## src/rtl/rom_loader_pkg.sv

```systemverilog
// Shared constants, state/error encodings and address helper for the ROM boot loader.
package rom_loader_pkg;

  localparam int unsigned RV32_ADDR_WIDTH = 32;
  localparam int unsigned RV32_INST_WIDTH = 32;

  localparam logic [RV32_ADDR_WIDTH-1:0] RST_INST_ADDR = 32'h0000_0000;

  localparam logic WR_ENABLE  = 1'b1;
  localparam logic WR_DISABLE = 1'b0;

  typedef enum logic [2:0] {
    LDR_IDLE  = 3'd0,
    LDR_LEN   = 3'd1,
    LDR_DATA  = 3'd2,
    LDR_CHECK = 3'd3,
    LDR_DONE  = 3'd4,
    LDR_ERR   = 3'd5
  } ldr_state_e;

  typedef enum logic [1:0] {
    LDR_ERR_NONE = 2'd0,
    LDR_ERR_SIZE = 2'd1,
    LDR_ERR_SUM  = 2'd2,
    LDR_ERR_TMO  = 2'd3
  } ldr_err_e;

  // Byte address of instruction word number idx.
  function automatic logic [RV32_ADDR_WIDTH-1:0] ldr_word_addr(input logic [31:0] idx);
    return RST_INST_ADDR + RV32_ADDR_WIDTH'(idx << 2);
  endfunction

endpackage

```

## src/rtl/ldr_word_pack.sv

```systemverilog
// Assembles little-endian 32-bit words from a byte stream; word_valid_c marks the 4th byte.
module ldr_word_pack
  import rom_loader_pkg::*;
(
  input  logic                       clk,
  input  logic                       rst_n,
  input  logic                       clr_i,
  input  logic                       byte_valid_i,
  input  logic [7:0]                 byte_i,
  output logic                       word_valid_c,
  output logic [RV32_INST_WIDTH-1:0] word_c
);

  logic [1:0]  cnt_q, cnt_d;
  logic [23:0] shift_q, shift_d;

  // Complete word is the incoming byte on top of the three buffered bytes.
  assign word_c       = {byte_i, shift_q};
  assign word_valid_c = byte_valid_i && !clr_i && (cnt_q == 2'd3);

  // Byte counter and shift buffer update; clear restarts word alignment.
  always_comb begin
    cnt_d   = cnt_q;
    shift_d = shift_q;
    if (clr_i) begin
      cnt_d   = 2'd0;
      shift_d = 24'd0;
    end else if (byte_valid_i) begin
      cnt_d   = cnt_q + 2'd1;
      shift_d = {byte_i, shift_q[23:8]};
    end
  end

  // Packer registers.
  always_ff @(posedge clk or negedge rst_n) begin
    if (!rst_n) begin
      cnt_q   <= 2'd0;
      shift_q <= 24'd0;
    end else begin
      cnt_q   <= cnt_d;
      shift_q <= shift_d;
    end
  end

endmodule

```

## src/rtl/rom_loader.sv

```systemverilog
// Boot loader: receives a framed byte stream, writes instruction words to ROM, holds the core in reset while loading.
module rom_loader
  import rom_loader_pkg::*;
#(
  parameter int unsigned DEPTH_WORDS    = 4096,
  parameter int unsigned TIMEOUT_CYCLES = 1000000
) (
  input  logic                       clk,
  input  logic                       rst_n,
  input  logic                       start_i,
  input  logic                       rx_valid_i,
  input  logic [7:0]                 rx_data_i,
  output logic                       rx_ready_o,
  output logic                       rom_wr_en_o,
  output logic [RV32_ADDR_WIDTH-1:0] rom_wr_addr_o,
  output logic [RV32_INST_WIDTH-1:0] rom_wr_data_o,
  output logic                       core_rst_n_o,
  output logic                       busy_o,
  output logic                       done_o,
  output logic                       err_o,
  output logic [1:0]                 err_code_o
);

  localparam int unsigned GAP_W = (TIMEOUT_CYCLES > 1) ? $clog2(TIMEOUT_CYCLES) : 1;
  localparam logic [GAP_W-1:0] GAP_LAST  = GAP_W'(TIMEOUT_CYCLES - 1);
  localparam logic [31:0]      DEPTH_W32 = 32'(DEPTH_WORDS);

  ldr_state_e state_q, state_d;
  ldr_err_e   err_code_q, err_code_d;
  logic [31:0]      len_q, len_d;
  logic [31:0]      idx_q, idx_d;
  logic [7:0]       sum_q, sum_d;
  logic [GAP_W-1:0] gap_q, gap_d;

  logic                       rx_ready_q, rx_ready_d;
  logic                       wr_en_q, wr_en_d;
  logic [RV32_ADDR_WIDTH-1:0] wr_addr_q, wr_addr_d;
  logic [RV32_INST_WIDTH-1:0] wr_data_q, wr_data_d;
  logic                       core_rst_n_q, core_rst_n_d;
  logic                       busy_q, busy_d;
  logic                       done_q, done_d;
  logic                       err_q, err_d;

  logic                       xfer_c;
  logic                       pack_clr_c;
  logic                       pack_valid_c;
  logic                       word_valid_c;
  logic [RV32_INST_WIDTH-1:0] word_c;

  assign xfer_c       = rx_valid_i && rx_ready_q;
  assign pack_valid_c = xfer_c && ((state_q == LDR_LEN) || (state_q == LDR_DATA));

  ldr_word_pack u_pack (
    .clk          (clk),
    .rst_n        (rst_n),
    .clr_i        (pack_clr_c),
    .byte_valid_i (pack_valid_c),
    .byte_i       (rx_data_i),
    .word_valid_c (word_valid_c),
    .word_c       (word_c)
  );

  // State and datapath registers.
  always_ff @(posedge clk or negedge rst_n) begin
    if (!rst_n) begin
      state_q    <= LDR_IDLE;
      err_code_q <= LDR_ERR_NONE;
      len_q      <= 32'd0;
      idx_q      <= 32'd0;
      sum_q      <= 8'd0;
      gap_q      <= '0;
    end else begin
      state_q    <= state_d;
      err_code_q <= err_code_d;
      len_q      <= len_d;
      idx_q      <= idx_d;
      sum_q      <= sum_d;
      gap_q      <= gap_d;
    end
  end

  // Next-state, checksum, word index and inter-byte gap timer.
  always_comb begin
    state_d    = state_q;
    err_code_d = err_code_q;
    len_d      = len_q;
    idx_d      = idx_q;
    sum_d      = sum_q;
    gap_d      = gap_q;
    pack_clr_c = 1'b0;

    case (state_q)
      LDR_IDLE, LDR_DONE, LDR_ERR: begin
        if (start_i) begin
          state_d    = LDR_LEN;
          err_code_d = LDR_ERR_NONE;
          idx_d      = 32'd0;
          sum_d      = 8'd0;
          gap_d      = '0;
          pack_clr_c = 1'b1;
        end
      end
      LDR_LEN: begin
        if (word_valid_c) begin
          len_d = word_c;
          if (word_c > DEPTH_W32) begin
            state_d    = LDR_ERR;
            err_code_d = LDR_ERR_SIZE;
          end else if (word_c == 32'd0) begin
            state_d = LDR_CHECK;
          end else begin
            state_d = LDR_DATA;
          end
        end
      end
      LDR_DATA: begin
        if (xfer_c) begin
          sum_d = sum_q + rx_data_i;
        end
        if (word_valid_c) begin
          idx_d = idx_q + 32'd1;
          if (idx_d == len_q) begin
            state_d = LDR_CHECK;
          end
        end
      end
      LDR_CHECK: begin
        if (xfer_c) begin
          if (rx_data_i == sum_q) begin
            state_d = LDR_DONE;
          end else begin
            state_d    = LDR_ERR;
            err_code_d = LDR_ERR_SUM;
          end
        end
      end
      default: begin
        state_d = LDR_IDLE;
      end
    endcase

    // Every busy-state transition needs an accepted byte, so timeout never competes with them.
    if ((state_q == LDR_LEN) || (state_q == LDR_DATA) || (state_q == LDR_CHECK)) begin
      if (xfer_c) begin
        gap_d = '0;
      end else if (gap_q == GAP_LAST) begin
        gap_d      = '0;
        state_d    = LDR_ERR;
        err_code_d = LDR_ERR_TMO;
      end else begin
        gap_d = gap_q + GAP_W'(1);
      end
    end
  end

  // Output decode from the next state plus the write strobe for a completed payload word.
  always_comb begin
    rx_ready_d   = 1'b0;
    core_rst_n_d = 1'b1;
    busy_d       = 1'b0;
    done_d       = 1'b0;
    err_d        = 1'b0;
    wr_en_d      = WR_DISABLE;
    wr_addr_d    = wr_addr_q;
    wr_data_d    = wr_data_q;

    case (state_d)
      LDR_LEN, LDR_DATA, LDR_CHECK: begin
        rx_ready_d   = 1'b1;
        busy_d       = 1'b1;
        core_rst_n_d = 1'b0;
      end
      LDR_DONE: begin
        done_d = 1'b1;
      end
      LDR_ERR: begin
        err_d        = 1'b1;
        core_rst_n_d = 1'b0;
      end
      default: begin
      end
    endcase

    if ((state_q == LDR_DATA) && word_valid_c) begin
      wr_en_d   = WR_ENABLE;
      wr_addr_d = ldr_word_addr(idx_q);
      wr_data_d = word_c;
    end
  end

  // Output registers.
  always_ff @(posedge clk or negedge rst_n) begin
    if (!rst_n) begin
      rx_ready_q   <= 1'b0;
      wr_en_q      <= WR_DISABLE;
      wr_addr_q    <= '0;
      wr_data_q    <= '0;
      core_rst_n_q <= 1'b1;
      busy_q       <= 1'b0;
      done_q       <= 1'b0;
      err_q        <= 1'b0;
    end else begin
      rx_ready_q   <= rx_ready_d;
      wr_en_q      <= wr_en_d;
      wr_addr_q    <= wr_addr_d;
      wr_data_q    <= wr_data_d;
      core_rst_n_q <= core_rst_n_d;
      busy_q       <= busy_d;
      done_q       <= done_d;
      err_q        <= err_d;
    end
  end

  assign rx_ready_o    = rx_ready_q;
  assign rom_wr_en_o   = wr_en_q;
  assign rom_wr_addr_o = wr_addr_q;
  assign rom_wr_data_o = wr_data_q;
  assign core_rst_n_o  = core_rst_n_q;
  assign busy_o        = busy_q;
  assign done_o        = done_q;
  assign err_o         = err_q;
  assign err_code_o    = err_code_q;

endmodule

```

## config.mk

```make
export PLATFORM = sky130hd
export DESIGN_NAME = rom_loader
export DESIGN_NICKNAME = d
export VERILOG_FILES = /design/src/rtl/rom_loader_pkg.sv /design/src/rtl/ldr_word_pack.sv /design/src/rtl/rom_loader.sv
export SDC_FILE = /design/constraint.sdc
export NUM_CORES = 1
export LEC_CHECK = 0
export CORE_ASPECT_RATIO = 1.25
export CORE_MARGIN = 5
export CORE_UTILIZATION = 68
export CTS_CLUSTER_DIAMETER = 120
export DETAILED_ROUTE_END_ITERATION = 10
export DONT_BUFFER_PORTS = 1
export PLACE_DENSITY_LB_ADDON = 0.05
export SYNTH_ARGS = -nofsm -noshare
export SYNTH_HDL_FRONTEND = slang
export SYNTH_SLANG_ARGS = --single-unit
```

## constraint.sdc

```tcl
create_clock -name clk -period 3.8 [get_ports clk]
set_input_delay 0.76 -clock clk [delete_from_list [all_inputs] [get_ports clk]]
set_output_delay 0.76 -clock clk [all_outputs]
set_load 0.03 [all_outputs]
```

# Yosys cells after proc, flatten, opt, wreduce, memory -nomap -nowiden
# Cells that the tools add are included.
totals:
  regBits: 190
  out_inout_bits: 72
  elab_cells: 101
classes:
  n_mux: 43
  n_addsub: 4
  n_reduce_logical: 21
  magnitude_cmp: 1
  eq_ne: 17
ops:
  columns: ["operator", "n"]
  rows:
  - ["$mux W20", 5]
  - ["$mux W32", 2]
  - ["$pmux W32 S2", 1]
  - ["$mux W24", 2]
  - ["$add A32 B1 Y32 const B", 1]
  - ["$eq A32 B32 Y1", 1]
  - ["$gt A32 B13 Y1 const B", 1]
  - ["$logic_not A32 Y1", 1]
  - ["$mux W3", 9]
  - ["$add A20 B1 Y20 const B", 1]
  - ["$eq A20 B20 Y1 const B", 1]
  - ["$mux W2", 10]
  - ["$mux W8", 2]
  - ["$pmux W8 S2", 1]
  - ["$eq A3 B2 Y1 const B", 4]
  - ["$eq A3 B3 Y1 const B", 4]
  - ["$pmux W3 S4", 1]
  - ["$mux W1", 9]
  - ["$add A8 B8 Y8", 1]
  - ["$eq A8 B8 Y1", 1]
  - ["$reduce_bool A2 Y1", 4]
  - ["$eq A3 B1 Y1 const B", 2]
  - ["$ne A2 B2 Y1 const B", 3]
  - ["$pmux W2 S3", 1]
  - ["other kinds (10)", 18]

# Logic depth before layout (Yosys ltp)
# Gate-level depths: netlist of run 1.
depth:
  depth_word: 14
  depth_mapped: 10
  mapped_depth_nobuf: 9

# By module
# From an unflattened synthesis of run 1, not the netlist that was laid out.
unflattened:
  cells_unflattened: 1033
  area_unflattened_um2: 9703.1
modules_own_cells:
  columns: ["mod", "cells_each", "area_per_inst_um2", "seq_area_each_um2", "instances"]
  rows:
  - ["rom_loader", 938, 8546.9, 4105.2, 1]
  - ["ldr_word_pack", 95, 1156.1, 650.6, 1]

# Worst setup path before layout of run 1
# No wires, ideal clock.
synth_path:
  path_type: "input -> register"
  start: "input port rx_data_i[4]"
  end: "register done_q, in the netlist done_o"
  path_buffers: 0
  required_ps: 3682
  path_stages: 7
  path_slack_ps: 1179
  arrival_time_ps: 2502
  path_cell_list: "or4_1 or3_1 a2111oi_2 a2bb2oi_1 o22a_1 nor2b_2 and2b_1"
synth_between:
  word_cells_on_any_way: 14
synth_rtl:
  columns: ["element", "line", "rtl"]
  rows:
  - ["from (decl)", "rom_loader.sv:12", "input logic [7:0] rx_data_i,"]
  - ["$gt A32 B13 Y1 *", "rom_loader.sv:106", "if (word_c > DEPTH_W32) begin"]
  - ["$mux W3 *", "rom_loader.sv:106", null]
  - ["$mux W3 *", "rom_loader.sv:104", "if (word_valid_c) begin"]
  - ["$pmux W3 S4 *", "rom_loader.sv:92", "case (state_q)"]
  - ["$mux W3", "rom_loader.sv:146", "end else if (gap_q == GAP_LAST) begin"]
  - ["$mux W3", "rom_loader.sv:144", "if (xfer_c) begin"]
  - ["$mux W3 *", "rom_loader.sv:143", "if ((state_q == LDR_LEN) || (state_q == LDR_DATA) || (state_q == LDR_CHECK)) begin"]
  - ["net state_d[1]", "rom_loader.sv:28", "ldr_state_e state_q, state_d;"]
  - ["$eq A3 B3 Y1 *", "rom_loader.sv:167", "case (state_d)"]
  - ["$mux W1 *", "rom_loader.sv:167", null]
  - ["net done_d", "rom_loader.sv:41", "logic done_q, done_d;"]
  - ["to (signal assigned)", "rom_loader.sv:209", "done_q <= done_d;"]
  - ["to (decl)", "rom_loader.sv:41", null]
# The timed path passes the listed nets; every way through them passes the cells marked *.
# A chain may end at the register's enable or synchronous reset.

==> results.py, run 1 <==
metrics = {
    "die": {
        "ios": 84,
        "core.rowCount": 48,
        "initial_core_util": 0.687,
        "coreArea_sq_um": 13800,
        "chipHeight_microns": 142,
        "die_w_microns": 115,
        "dieArea_sq_um": 16400,
    },
    "finish": {
        "regArea_sq_um": 4760,
        "post-route-util": 0.738,
        "antenna_cells": 0,
        "nFillCells": 1047,
        "multi_input_area_sq_um": 4420,
        "area_growth_pct": 7.44,
        "final_cell_area_sq_um": 10200,
        "fin_nets": 1028,
        "final_layout_size_suffix_gt1_frac": 0.0963,
    },
    "synth": {
        "synth_cells": 1033,
        "ys_dominant_reg_cell": "dfrtp_1",
        "avgSynthCellArea_sq_um": 9.15,
        "synth_edf_count": 0,
        "ys_ff_latch": 190,
        "synth_area_sq_um": 9450,
        "ys_types": 65,
        "synthArstFlopShare": 1.00,
        "yosysSeqAreaShare": 0.503,
        "ys_warn_count": 0,
    },
    "global_routing": {
        "grt_overflow": 0,
        "grt_pass1_vias": 7188,
        "antenna_found_initial": 0,
        "grt_pass1_wl_microns": 37000,
        "track_usage": 0.285,
        "grt_max_degree": 191,
    },
    "drt": {
        "wl_per_cell_microns": 18.5,
        "wl_microns": 22000,
        "vias": 7322,
        "drc_errors": 0,
        "drtIter0Drc": 742,
        "via_per_inst": 6.14,
        "drtAntennaViolNets": 0,
        "drt_first_pass_iters": 5,
    },
    "clocking": {
        "clk_latency_ns": 0.44,
        "root_buffer": "clkbuf_16",
        "htreeDepth": 4,
        "cts.clk_slew.worst_paths_ns": 0.07,
        "cts-buffers-inserted": 17,
        "cts_resized": 0,
        "cts_tree": "built",
        "cts_buffer_depth": 2,
        "ctsHoldBuffers": 0,
        "cts_num_sinks": 190,
        "post_cts_buffers": 0,
    },
    "timing": {
        "clock.fmax_mhz": 342,
        "slew_headroom": 0.512,
        "setup_viol": 0,
        "post-route-min-period_ns": 2.92,
        "fin_crit_sh": 0.769,
        "clock_skew_ns": 0.0102,
        "rsz0062_at_grt": "no",
        "drv_slew": 0,
        "finalSetupTns_ns": 0,
        "worst-slew-pin-transition_ns": 0.730,
        "finalHoldViolations": 0,
    },
    "placed_design": {
        "io_buffers": 0,
        "hpwl_microns": 14700,
        "routabilityCongestion": 0.922,
        "place_area_sq_um": 9520,
    },
    "worst_setup_path": {
        "path_class": "register to register",
        "critPathCaptureType": "register",
        "arrival_ns": 3.26,
        "cp.required_ns": 4.13,
        "cp-start-kind": "register",
        "critPathMaxFanout": 19,
    },
    "run_status": {
        "status": "finished, final reports clean",
    },
    "pwr": {
        "power.density_nw_per_um2": 550,
        "peakVddDrop_mv": 0.396,
        "cellLeakagePower_nw": 4.79,
        "total_power_w": 0.00559,
    },
    "run": {
        "max_cap_viol_count": 0,
    },
    "hold_path": {
        "holdCritPathClass": "input port to asynchronous set/reset pin",
    },
}
## logic make-up after synthesis
group,Yosys count,share of synthesized area
xor gates and xnor gates,62,0.0575
muxes,37,0.0434
DFF,190,0.503
adders and majority gates,11,0.0154
buffers and inverters,71,0.0318
other,1,0.000397
and+or+nand+nor,483,0.236
AOI/OAI and AO/OA,178,0.112
## cell usage after synthesis, types with 10 or more instances
cell,instances,share of area
nor2_1,50,0.020
nor4_1,11,0.0073
buf_2,12,0.0064
inv_1,10,0.0040
o31ai_1,13,0.010
clkbuf_1,41,0.016
dfrtp_1,189,0.50
xnor2_1,40,0.037
a21oi_1,22,0.012
a31oi_1,10,0.0066
ha_1,10,0.013
nand2_1,288,0.11
nand3_1,44,0.023
nand4_1,14,0.0093
and3_1,10,0.0066
mux2_2,32,0.038
nor3_1,11,0.0058
xor2_1,22,0.020
o21ai_0,99,0.052
## sequential cells by signal, summed over array words and instances, names as in the netlist, 3 cells and up
register / cells
gap_q: 20
idx_q: 32
len_q: 32
rom_wr_addr_o: 30
rom_wr_data_o: 32
state_q: 3
sum_q: 8
u_pack.shift_q: 24
## final cells by class
cell class	count	area share
clock inverter	15	0.0200
sequential	190	0.468
tap	175	0.0216
timing repair buffer	12	0.00912
clock buffer	17	0.0419
inverter	11	0.00407
multi-input combinational	773	0.435
## worst paths after layout
kind                               from                end  slack (ns)  cells past startpoint
min in group clk           rx_data_i[0]  rom_wr_data_o[24]        0.43                      2
max in group asynchronous         rst_n  rom_wr_addr_o[15]        3.16                      1
hold reg to reg               gap_q[19]          gap_q[19]        0.49                      1
hold / removal                    rst_n          idx_q[12]        0.02                      0
setup / recovery                 busy_o             done_o        0.88                      8
setup reg to reg                 busy_o             done_o        0.88                      8
## per-stage QoR
stage	std cells	worst slack, ns	hold slack (ns)
after floorplan	1034	1.18	0.445
after global placement	1160	0.952	0.469
after detailed placement	1160	0.894	0.469
after CTS	1192	0.885	0.00739
after global routing	1193	0.676	0.00118
final	1193	0.876	0.0190
## metal layers
metal	GRT usage	vias to the layer above	wire, microns
met5	0	-	0
met4	0.0995	0	579
met3	0.0661	46	1230
met2	0.437	209	10400
met1	0.401	3580	9770
li1	-	3487	-
## cell usage in the layout, fill, tap and decap left out, drive strengths merged, types with 4 or more instances in the layout
cell type and count:
nand2 288, dfrtp 189, o21ai 99, nor2 50
nand3 44, xnor2 40, mux2 32, a21oi 22
xor2 22, clkbuf 17, inv 17, nand4 16
nor4 16, o31ai 13, and3 12, buf 11
nor3 11, a31oi 10, ha 10, nand2b 8
or3 7, and4 6, or4 5, mux2i 5
a21o 5, or2 5, and2 4, nand4b 4
nor2b 4
## critical path: stages (launching register included)
cell and delay [ns]:
dfrtp_1 0.73, nand2_1 0.33, or4_1 0.53, buf_4 0.23, a2111oi_2 0.38, a2bb2oi_1 0.22
o22a_1 0.18, nor2b_2 0.06, and2b_1 0.15
## report_power, final
part           total, W  switching (W)  internal, W
Clock           0.00188       0.000820      0.00106
Sequential      0.00269       0.000392      0.00229
Combinational   0.00102       0.000575     0.000445
Note: power is estimated with default switching activity, not from simulation.
==> run 2: changes to the inputs <==
--- a/config.mk
+++ b/config.mk
@@ -7,7 +7,7 @@
 export LEC_CHECK = 0
 export CORE_ASPECT_RATIO = 1.25
 export CORE_MARGIN = 5
-export CORE_UTILIZATION = 68
+export CORE_UTILIZATION = 58
 export CTS_CLUSTER_DIAMETER = 120
 export DETAILED_ROUTE_END_ITERATION = 10
 export DONT_BUFFER_PORTS = 1
==> constraint.sdc (replaced) <==
create_clock -name clk -period 2.6 [get_ports clk]
set_input_delay 0.52 -clock clk [delete_from_list [all_inputs] [get_ports clk]]
set_output_delay 0.52 -clock clk [all_outputs]
set_load 0.03 [all_outputs]
==> results.py, run 2 (synthesized netlist as in run 1, its figures left out) <==
metrics = {
    "run_status": {
        "status": "complete, but fails checks",
        "violations": "negative hold slack",
    },
    "pwr": {
        "peakVddDrop_mv": 0.564,
        "cellLeakagePower_nw": 4.99,
        "power.density_nw_per_um2": 777,
        "netSwitchingFraction": 0.325,
        "combinationalPowerShare": 0.197,
        "power.share.clock": 0.322,
        "p_int_w": 0.00548,
        "total_power_w": 0.00813,
        "p_sw_w": 0.00264,
        "seqPwrFrac": 0.481,
    },
    "timing": {
        "rsz0062_at_grt": "no",
        "finalSetupTns_ns": 0,
        "slew_headroom": 0.483,
        "holdWs_ns": -0.223,
        "drv_slew": 0,
        "fin_crit_sh": 0.934,
        "clock_skew_ns": 0.0105,
        "post-route-min-period_ns": 2.43,
        "setup_ws_ns": 0.172,
        "setup_viol": 0,
        "clock.fmax_mhz": 412,
        "finalHoldViolations": 190,
        "worst-slew-pin-transition_ns": 0.776,
    },
    "worst_setup_path": {
        "slowest_delay_ns": 0.52,
        "crit_chain": "ha_1 > or4_1 > nor4_1 > buf_4 > a31oi_1 > o21ai_0 > and4_1 > nor2b_2 > and2b_1",
        "r2r-end": "done_o",
        "r2r_slack_ns": 0.17,
        "path_class": "register to register",
        "critPathCaptureType": "register",
        "cp.required_ns": 2.98,
        "r2r_cells": 9,
        "cp-start-kind": "register",
        "r2r_start": "sum_q[6]",
        "critPathMaxFanout": 3,
        "arrival_ns": 2.80,
        "slowest_stage": "or4_1",
    },
    "drt": {
        "drtIter0Drc": 589,
        "drtAntennaViolNets": 0,
        "drt_first_pass_iters": 5,
        "vias": 7360,
        "wl_per_cell_microns": 18.0,
        "drc_errors": 0,
        "via_per_inst": 5.78,
        "wl_microns": 23000,
    },
    "finish": {
        "layout_common_cells": "nand2_1 (287), dfrtp_1 (189), o21ai_0 (99)",
        "area_growth_pct": 10.7,
        "nFillCells": 1394,
        "final_layout_size_suffix_gt1_frac": 0.130,
        "fin_nets": 1068,
        "final_cell_area_sq_um": 10500,
        "antenna_cells": 0,
        "regArea_sq_um": 4760,
        "stdcell_count": 1274,
        "layout_commonest_cell": "nand2_1",
        "multi_input_area_sq_um": 4420,
    },
    "placed_design": {
        "place_area_sq_um": 9870,
        "hpwl_microns": 15600,
        "dp_cells": 1242,
        "dp_slack_ns": 0.0583,
        "routabilityCongestion": 0.909,
        "io_buffers": 0,
    },
    "run": {
        "max_cap_viol_count": 0,
    },
    "clocking": {
        "cts-buffers-inserted": 17,
        "clk_latency_ns": 0.43,
        "root_buffer": "clkbuf_16",
        "cts_buffer_depth": 2,
        "htreeDepth": 4,
        "cts_tree": "built",
        "post_cts_buffers": 0,
        "cts.clk_slew.worst_paths_ns": 0.07,
        "cts_num_sinks": 190,
    },
    "die": {
        "die_w_microns": 124,
        "initial_core_util": 0.586,
        "ios": 84,
        "coreArea_sq_um": 16100,
        "core.rowCount": 52,
        "dieArea_sq_um": 19000,
        "chipHeight_microns": 153,
    },
    "global_routing": {
        "grt_max_degree": 191,
        "antenna_found_initial": 0,
        "grt_pass1_wl_microns": 38100,
        "grt_pass1_vias": 7257,
        "grt_overflow": 0,
        "track_usage": 0.255,
    },
    "hold_path": {
        "holdCritPathClass": "input port to asynchronous set/reset pin",
    },
}
[run 2: changes by cell type in the layout (fill, tap and decap cells not counted), sizes merged]
cell / before / now
bufinv: 3 / 2
buf: 11 / 52
clkinv: 3 / 4
dlygate4sd3: 1 / 0
clkbuf: 17 / 18
inv: 17 / 16
[run 2: layout make-up]
cell class,instances,area share
clock buffer,18,0.0410
multi-input combinational,773,0.422
inverter,11,0.00395
sequential,190,0.455
tap,216,0.0258
clock inverter,14,0.0150
timing repair buffer,52,0.0373
[run 2: how the worst max path moves through the flow]
stage,endpoint,from,slack [ns],cells past startpoint
6_report,done_o,sum_q[6],0.17,9
4_1_cts,done_o,sum_q[6],0.17,9
3_5_place_dp,done_o,rx_data_i[6],0.06,9
2_1_floorplan,done_o,rx_data_i[4],0.22,7
3_3_place_gp,done_o,rx_data_i[6],0.04,9
5_1_grt,done_o,sum_q[6],0.006,9
[run 2: through the flow]
stage / hold slack [ns] / util
6_report: -0.223 / 0.648
5_1_grt: -0.250 / 0.648
4_1_cts: -0.240 / 0.648
3_5_place_dp: 0.231 / 0.612
3_3_place_gp: 0.230 / 0.612
2_1_floorplan: 0.224 / -
[run 2: layer usage]
layer | vias to the layer above | track usage | share of wire
met5 | - | 0 | 0
met4 | 0 | 0.0851 | 0.022
met3 | 32 | 0.0535 | 0.050
met2 | 194 | 0.384 | 0.47
met1 | 3562 | 0.368 | 0.46
li1 | 3572 | - | -
[run 2: power groups by stage]
stage	logic (W)	clock network, W	registers, W
floorplan	0.00121	0	0.00374
global placement	0.00155	0	0.00396
detailed placement	0.00159	0	0.00396
CTS	0.00160	0.00266	0.00390
global route	0.00177	0.00279	0.00396
finish	0.00160	0.00262	0.00391
[run 2: what timing repair did]
action / CTS / global route
resized for setup: 0 / 1
setup endpoints to repair: 0 / 1
endpoints found under the hold margin: 190 / 190
[run 2: worst max-delay path, delay by kind of cell (launching register included)]
kind / cells / cell delay, ns
flops: 1 / 0.39
simple gates: 5 / 1.31
buf+inv: 1 / 0.18
compound gates: 2 / 0.20
fa+ha+maj: 1 / 0.30
